--- config.mk ---
export PLATFORM = sky130hd
export DESIGN_NAME = instr_injector
export DESIGN_NICKNAME = d
export VERILOG_FILES = /design/src/rtl/cr16_isa_pkg.sv /design/src/rtl/inj_fifo.sv /design/src/rtl/instr_injector.sv
export SDC_FILE = /design/constraint.sdc
export NUM_CORES = 1
export LEC_CHECK = 0
export BUFFER_PORTS_ARGS = -buffer_cell sky130_fd_sc_hd__buf_2
export CAP_MARGIN = 10
export CELL_PAD_IN_SITES_DETAIL_PLACEMENT = 0
export CELL_PAD_IN_SITES_GLOBAL_PLACEMENT = 1
export CORE_MARGIN = 2
export CORE_UTILIZATION = 46
export DETAILED_ROUTE_END_ITERATION = 12
export GPL_ROUTABILITY_DRIVEN = 0
export MAX_ROUTING_LAYER = met4
export PLACE_DENSITY = 0.8
export SYNTH_ARGS = -nofsm -noshare
export SYNTH_HDL_FRONTEND = slang
export SYNTH_HIERARCHICAL = 1
export SYNTH_SLANG_ARGS = --single-unit
--- constraint.sdc ---
create_clock -name clk -period 3.2 [get_ports clk]
set_clock_uncertainty 0.1 [all_clocks]
set_input_delay 0.16 -clock clk [delete_from_list [all_inputs] [get_ports clk]]
set_output_delay 0.16 -clock clk [all_outputs]
set_load 0.005 [all_outputs]
--- src/rtl/cr16_isa_pkg.sv ---
// Shared CR16-style ISA constants and the host-field -> 16-bit instruction encoder.
package cr16_isa_pkg;

    // Opcode field [15:12]
    localparam logic [3:0] OP_REGISTER = 4'b0000;
    localparam logic [3:0] OP_ADDI     = 4'b0101;
    localparam logic [3:0] OP_SPECIAL  = 4'b0100;
    localparam logic [3:0] OP_MOVI     = 4'b1101;
    localparam logic [3:0] OP_BCOND    = 4'b1100;

    // SPECIAL-group function codes [7:4]
    localparam logic [3:0] FN_LOAD  = 4'b0000;
    localparam logic [3:0] FN_STOR  = 4'b0100;
    localparam logic [3:0] FN_JAL   = 4'b1000;
    localparam logic [3:0] FN_JCOND = 4'b1100;
    localparam logic [3:0] FN_SCOND = 4'b1101;

    // Reg-op with func 0 and no writeback: safe filler between injected words
    localparam logic [15:0] NOP_INSTR = 16'h0000;

    typedef enum logic [1:0] {
        FMT_RR    = 2'b00,
        FMT_RI    = 2'b01,
        FMT_SCOND = 2'b10,
        FMT_RSVD  = 2'b11
    } fmt_e;

    typedef struct packed {
        fmt_e       fmt;
        logic [3:0] oper;
        logic [3:0] dst;
        logic [3:0] func;
        logic [3:0] src;
        logic [7:0] imm;
    } host_fields_t;

    // Reserved format yields NOP; the caller is expected to suppress the push.
    function automatic logic [15:0] encode_instr(input host_fields_t f);
        logic [15:0] w;
        w = NOP_INSTR;
        case (f.fmt)
            FMT_RR:    w = {f.oper, f.dst, f.func, f.src};
            FMT_RI:    w = {f.oper, f.dst, f.imm};
            FMT_SCOND: w = {OP_SPECIAL, f.dst, FN_SCOND, f.src};
            default:   w = NOP_INSTR;
        endcase
        return w;
    endfunction

endpackage

--- src/rtl/inj_fifo.sv ---
// 16-bit FIFO with explicit level counter so full/empty never alias.
module inj_fifo #(
    parameter int DEPTH  = 4,
    parameter int ADDR_W = 2
) (
    input  logic              clk,
    input  logic              rst,
    input  logic              push,
    input  logic [15:0]       wdata,
    input  logic              pop,
    output logic [15:0]       rdata,
    output logic [ADDR_W:0]   level,
    output logic              full,
    output logic              empty
);

    logic [DEPTH-1:0][15:0] mem_q, mem_d;
    logic [ADDR_W-1:0]      wr_ptr_q, wr_ptr_d;
    logic [ADDR_W-1:0]      rd_ptr_q, rd_ptr_d;
    logic [ADDR_W:0]        level_q, level_d;
    logic                   push_ok, pop_ok;

    assign full    = (level_q == (ADDR_W+1)'(DEPTH));
    assign empty   = (level_q == '0);
    assign push_ok = push && !full;
    assign pop_ok  = pop && !empty;
    assign rdata   = mem_q[rd_ptr_q];
    assign level   = level_q;

    always_comb begin
        mem_d    = mem_q;
        wr_ptr_d = wr_ptr_q;
        rd_ptr_d = rd_ptr_q;
        level_d  = level_q;
        if (push_ok) begin
            mem_d[wr_ptr_q] = wdata;
            wr_ptr_d        = wr_ptr_q + 1'b1;  // power-of-two depth wraps for free
        end
        if (pop_ok)
            rd_ptr_d = rd_ptr_q + 1'b1;
        case ({push_ok, pop_ok})
            2'b10:   level_d = level_q + 1'b1;
            2'b01:   level_d = level_q - 1'b1;
            default: level_d = level_q;
        endcase
    end

    always_ff @(posedge clk) begin
        if (!rst) begin
            wr_ptr_q <= '0;
            rd_ptr_q <= '0;
            level_q  <= '0;
        end else begin
            wr_ptr_q <= wr_ptr_d;
            rd_ptr_q <= rd_ptr_d;
            level_q  <= level_d;
        end
    end

    // Storage needs no reset: level 0 makes stale contents unreachable.
    always_ff @(posedge clk) begin
        mem_q <= mem_d;
    end

endmodule

--- src/rtl/instr_injector.sv ---
// Packs host instruction fields into ISA words and injects them on pcwrite boundaries.
// Optional INJ_RETIRE_COUNT_EN adds retire_cnt: count of pulses that popped a queued word.
module instr_injector
    import cr16_isa_pkg::*;
#(
    parameter int DEPTH  = 4,
    parameter int ADDR_W = 2
) (
    input  logic              clk,
    input  logic              rst,
    input  logic              in_valid,
    output logic              in_ready,
    input  logic [1:0]        in_fmt,
    input  logic [3:0]        in_oper,
    input  logic [3:0]        in_dst,
    input  logic [3:0]        in_func,
    input  logic [3:0]        in_src,
    input  logic [7:0]        in_imm,
    input  logic              inj_mode,
    input  logic [15:0]       mem_instr,
    input  logic              pc_advance,
    output logic [15:0]       instr_out,
`ifdef INJ_RETIRE_COUNT_EN
    output logic [15:0]       retire_cnt,
`endif
    output logic [ADDR_W:0]   fifo_level,
    output logic              inj_active,
    output logic              fmt_err
);

    host_fields_t fields;
    logic [15:0]  enc_word, head;
    logic         hs, push, pop, full, empty;
    logic         mode_q, mode_d;
    logic [15:0]  cur_q, cur_d;
    logic         fmt_err_q, fmt_err_d;

    assign fields = '{fmt: fmt_e'(in_fmt), oper: in_oper, dst: in_dst,
                      func: in_func, src: in_src, imm: in_imm};
    assign enc_word = encode_instr(fields);

    // Reserved format still completes the handshake; only the write is dropped.
    assign hs   = in_valid && in_ready;
    assign push = hs && (fields.fmt != FMT_RSVD);
    assign pop  = pc_advance && inj_mode && !empty;

    inj_fifo #(.DEPTH(DEPTH), .ADDR_W(ADDR_W)) u_fifo (
        .clk   (clk),
        .rst   (rst),
        .push  (push),
        .wdata (enc_word),
        .pop   (pop),
        .rdata (head),
        .level (fifo_level),
        .full  (full),
        .empty (empty)
    );

    always_comb begin
        mode_d    = mode_q;
        cur_d     = cur_q;
        fmt_err_d = fmt_err_q;
        if (pc_advance) begin
            mode_d = inj_mode;
            cur_d  = pop ? head : NOP_INSTR;
        end
        if (hs && fields.fmt == FMT_RSVD)
            fmt_err_d = 1'b1;
    end

    always_ff @(posedge clk) begin
        if (!rst) begin
            mode_q    <= 1'b0;
            cur_q     <= NOP_INSTR;
            fmt_err_q <= 1'b0;
        end else begin
            mode_q    <= mode_d;
            cur_q     <= cur_d;
            fmt_err_q <= fmt_err_d;
        end
    end

`ifdef INJ_RETIRE_COUNT_EN
    logic [15:0] retire_cnt_q, retire_cnt_d;

    always_comb begin
        retire_cnt_d = retire_cnt_q;
        if (pop)
            retire_cnt_d = retire_cnt_q + 16'd1;
    end

    always_ff @(posedge clk) begin
        if (!rst) retire_cnt_q <= '0;
        else      retire_cnt_q <= retire_cnt_d;
    end

    assign retire_cnt = retire_cnt_q;
`endif

    assign in_ready   = !full;
    assign inj_active = mode_q;
    assign fmt_err    = fmt_err_q;
    // Registered mode keeps the mux steady across multi-cycle instructions.
    assign instr_out  = mode_q ? cur_q : mem_instr;

endmodule

==> results.json <==
{
  "hold_class": "in -> reg",
  "start_util_pct": 46.9,
  "cts_buffers": 9,
  "drv_cap": 0,
  "seqPwrFrac_pct": 57.0,
  "final_hold_viol_count": 0,
  "drc": 0,
  "utilization_pct": 53.5,
  "start_kind": "flop",
  "synth_top_area_share_pct": 47.4,
  "worst-r2r-cell-count": 11,
  "slew_violations": 0,
  "grt_max_degree": 34,
  "cp_common_cell": "inv_1",
  "synthMuxAreaShare_pct": 15.9,
  "wl_per_cell_um": 16.7,
  "area_delta_synth_final_pct": 14.1,
  "worst-path-max-fanout": 7,
  "cts-root-buf": "clkbuf_8",
  "clock.fmax_ghz": 0.386,
  "cp.arrival_ns": 2.77,
  "setup_tns_ns": 0,
  "cts.repair.resized": 0,
  "synth-compound-area-share_pct": 5.71,
  "min_path_cells": 2,
  "synth_edf_count": 64,
  "dp_hpwl_um": 5070,
  "drive_gt1_share_pct": 35.0,
  "finalCritPeriodShare_pct": 81.0,
  "internal-power_mw": 1.78,
  "power_mw": 2.30,
  "die_x_um": 97.9,
  "async_flop_share_pct": 0,
  "synth-simple-area-share_pct": 11.6,
  "synthAdderAreaFrac_pct": 2.04,
  "switchingPower_mw": 0.516,
  "fin_crit_ns": 2.59,
  "yosysWarnings": 6,
  "ioPinCount": 69,
  "finalSetupViolCount": 0,
  "power_density_mw_per_mm2": 497,
  "clk_latency_ns": 0.35,
  "io_buffers": 68,
  "grt_pass1_vias": 2363,
  "antenna_found_initial": 0,
  "status": "completed",
  "drtAntennaViolNets": 0,
  "ys_ff_latch": 89,
  "clk_path_buf_depth": 2,
  "path_clk_slew_ns": 0.09,
  "dr.pass1.iters": 4,
  "ys_types": 37,
  "htree_num_levels": 3,
  "cts_tree": "built",
  "combPwrFrac_pct": 11.2,
  "tightest_slew_ns": 0.915,
  "nets": 382,
  "netlist_top_cells_area": "edfxtp_1, dfxtp_1, mux4_2",
  "fp.dieH_um": 97.9,
  "switching_share_pct": 22.5,
  "synth_xor_area_share_pct": 0.432,
  "yosys.area.top_type": "edfxtp_1",
  "grtUsageTotal_pct": 16.8,
  "dieArea_mm2": 0.00958,
  "synth_nets": 313,
  "crit_chain": "nor3b_2, inv_1, and3_1, nor2b_1, inv_1, ha_1, inv_1, fa_1, xor2_1, or3_1, a21boi_0",
  "cts.sinks": 89,
  "syn-instance-count": 260,
  "synth_top_family_by_area": "multiplexers",
  "grt_setup_unrepaired": "false",
  "crit_required_ns": 3.38,
  "slew_headroom_pct": 38.9,
  "syn_area_per_cell_um2": 15.6,
  "synth-seq-area-share_pct": 59.8,
  "crit_type": "reg -> reg",
  "cts_setup_buffers": 0,
  "routed_wl_um": 7390,
  "synth_top_flop_cell": "edfxtp_1",
  "grt_pass1_wl_um": 12000,
  "ir_worst_vdd_mv": 0.227,
  "num_rows": 34,
  "diodes": 0,
  "drtIter0Drc": 189,
  "p_leak_nw": 1.68,
  "vias": 2320,
  "end_kind": "flop",
  "slowest_stage": "dfxtp_1",
  "clkPwrFrac_pct": 31.8,
  "core_mm2": 0.00864,
  "grt.overflow.total": 0,
  "via_per_inst": 5.25,
  "syn_area_mm2": 0.00405,
  "cp_slowest_stage_delay_ns": 0.39
}
layout by cell type, fill, tap and decap left out, types with 8 or more instances in the layout:
| master | count |
|---|---|
| inv_1 | 8 |
| dfxtp_1 | 25 |
| nand2b_1 | 17 |
| edfxtp_1 | 64 |
| nand2_1 | 9 |
| buf_2 | 68 |
| mux2_4 | 10 |
| mux4_2 | 9 |
| nand4b_1 | 16 |
| a21boi_1 | 17 |
| and2_1 | 10 |
| clkbuf_8 | 9 |
final cells by class:
| cell class | count | area (um^2) |
|---|---|---|
| Sequential cell | 89 | 2420 |
| Clock inverter | 5 | 56.3 |
| Fill cell | 731 | 4010 |
| Multi-Input combinational cell | 145 | 1450 |
| Clock buffer | 11 | 131 |
| Timing Repair Buffer | 76 | 403 |
| Inverter | 8 | 30.0 |
| Tap cell | 108 | 135 |
cell usage after synthesis (2+ instances only):
cell type / number
o2bb2ai_1: 3
nand2b_1: 17
ha_1: 5
edfxtp_1: 64
and2_1: 10
mux2i_1: 3
buf_6: 4
clkbuf_1: 2
a21boi_1: 17
o21ai_0: 3
nand2_1: 9
mux4_2: 9
nor2b_1: 5
buf_4: 5
a22o_1: 4
buf_12: 2
mux4_1: 7
inv_1: 8
buf_2: 5
a21boi_0: 2
mux2_4: 10
or3_1: 2
nand4b_1: 16
nor2_1: 5
mux2_2: 7
dfxtp_1: 25
metrics by stage:
stage	hold slack [ns]	cells	worst slack, ns	instance area, um^2
after floorplan	0.213	260	0.742	4050
after global placement	0.347	425	0.697	4430
after detailed placement	0.355	425	0.626	4430
after CTS	0.0592	442	0.589	4620
after global routing	0.0811	442	0.429	4620
final	0.0717	442	0.608	4620
registers in the layout, indices dropped and copies added, names as in the netlist:
| register | count |
|---|---|
| cur_q | 16 |
| fmt_err | 1 |
| inj_active | 1 |
| u_fifo/level | 3 |
| u_fifo/mem_q | 64 |
| u_fifo/rd_ptr_q | 2 |
| u_fifo/wr_ptr_q | 2 |
kinds of logic (layout without fill, tap and decap cells):
| family | after synthesis | after routing |
|---|---|---|
| flip-flops | 89 | 89 |
| AND/OR/NAND/NOR | 70 | 70 |
| multiplexers | 36 | 36 |
| AO/OA/AOI/OAI | 31 | 31 |
| buffers and inverters | 26 | 100 |
| adder cells (fa/ha/maj) | 6 | 6 |
| XOR/XNOR | 2 | 2 |
power groups by stage:
stage / registers [mW] / clock network, mW / logic (mW)
floorplan: 1.33 / 0 / 0.182
global placement: 1.33 / 0 / 0.255
detailed placement: 1.34 / 0 / 0.260
CTS: 1.31 / 0.746 / 0.262
global route: 1.32 / 0.803 / 0.288
finish: 1.31 / 0.731 / 0.258
layer usage:
| layer | share of wire (%) | global-route usage (%) | vias up |
|---|---|---|---|
| met2 | 48 | 26.3 | 82 |
| li1 | - | - | 1119 |
| met1 | 45 | 22.3 | 1112 |
| met3 | 6.5 | 2.36 | 7 |
| met4 | 1.0 | 7.05 | 0 |
| met5 | 0 | - | - |
worst max-delay path: cells and delay by family (launching register included):
| kind | cells | cell delay, ns |
|---|---|---|
| adder cells (fa/ha/maj) | 2 | 0.54 |
| buffers and inverters | 3 | 0.23 |
| AO/OA/AOI/OAI | 1 | 0.18 |
| XOR/XNOR | 1 | 0.15 |
| flip-flops | 1 | 0.39 |
| AND/OR/NAND/NOR | 4 | 0.94 |
path summary, 6_finish.rpt:
check                                      end  slack [ns]                         start
setup reg to reg  u_fifo/level[2]$_SDFFE_PN0P_        0.61  u_fifo/level[2]$_SDFFE_PN0P_
setup / recovery  u_fifo/level[2]$_SDFFE_PN0P_        0.61  u_fifo/level[2]$_SDFFE_PN0P_
hold reg to reg         cur_q[12]$_SDFFE_PN0P_        0.37        cur_q[12]$_SDFFE_PN0P_
hold / removal      u_fifo/mem_q[11]$_DFFE_PP_        0.07                     in_dst[3]
what timing repair did:
action	4_1_cts	5_1_grt
hold buffers	1	0
hold endpoints to repair	1	0
endpoints found under the setup margin	0	0
No activity file was read; power rests on OpenSTA's default activity.
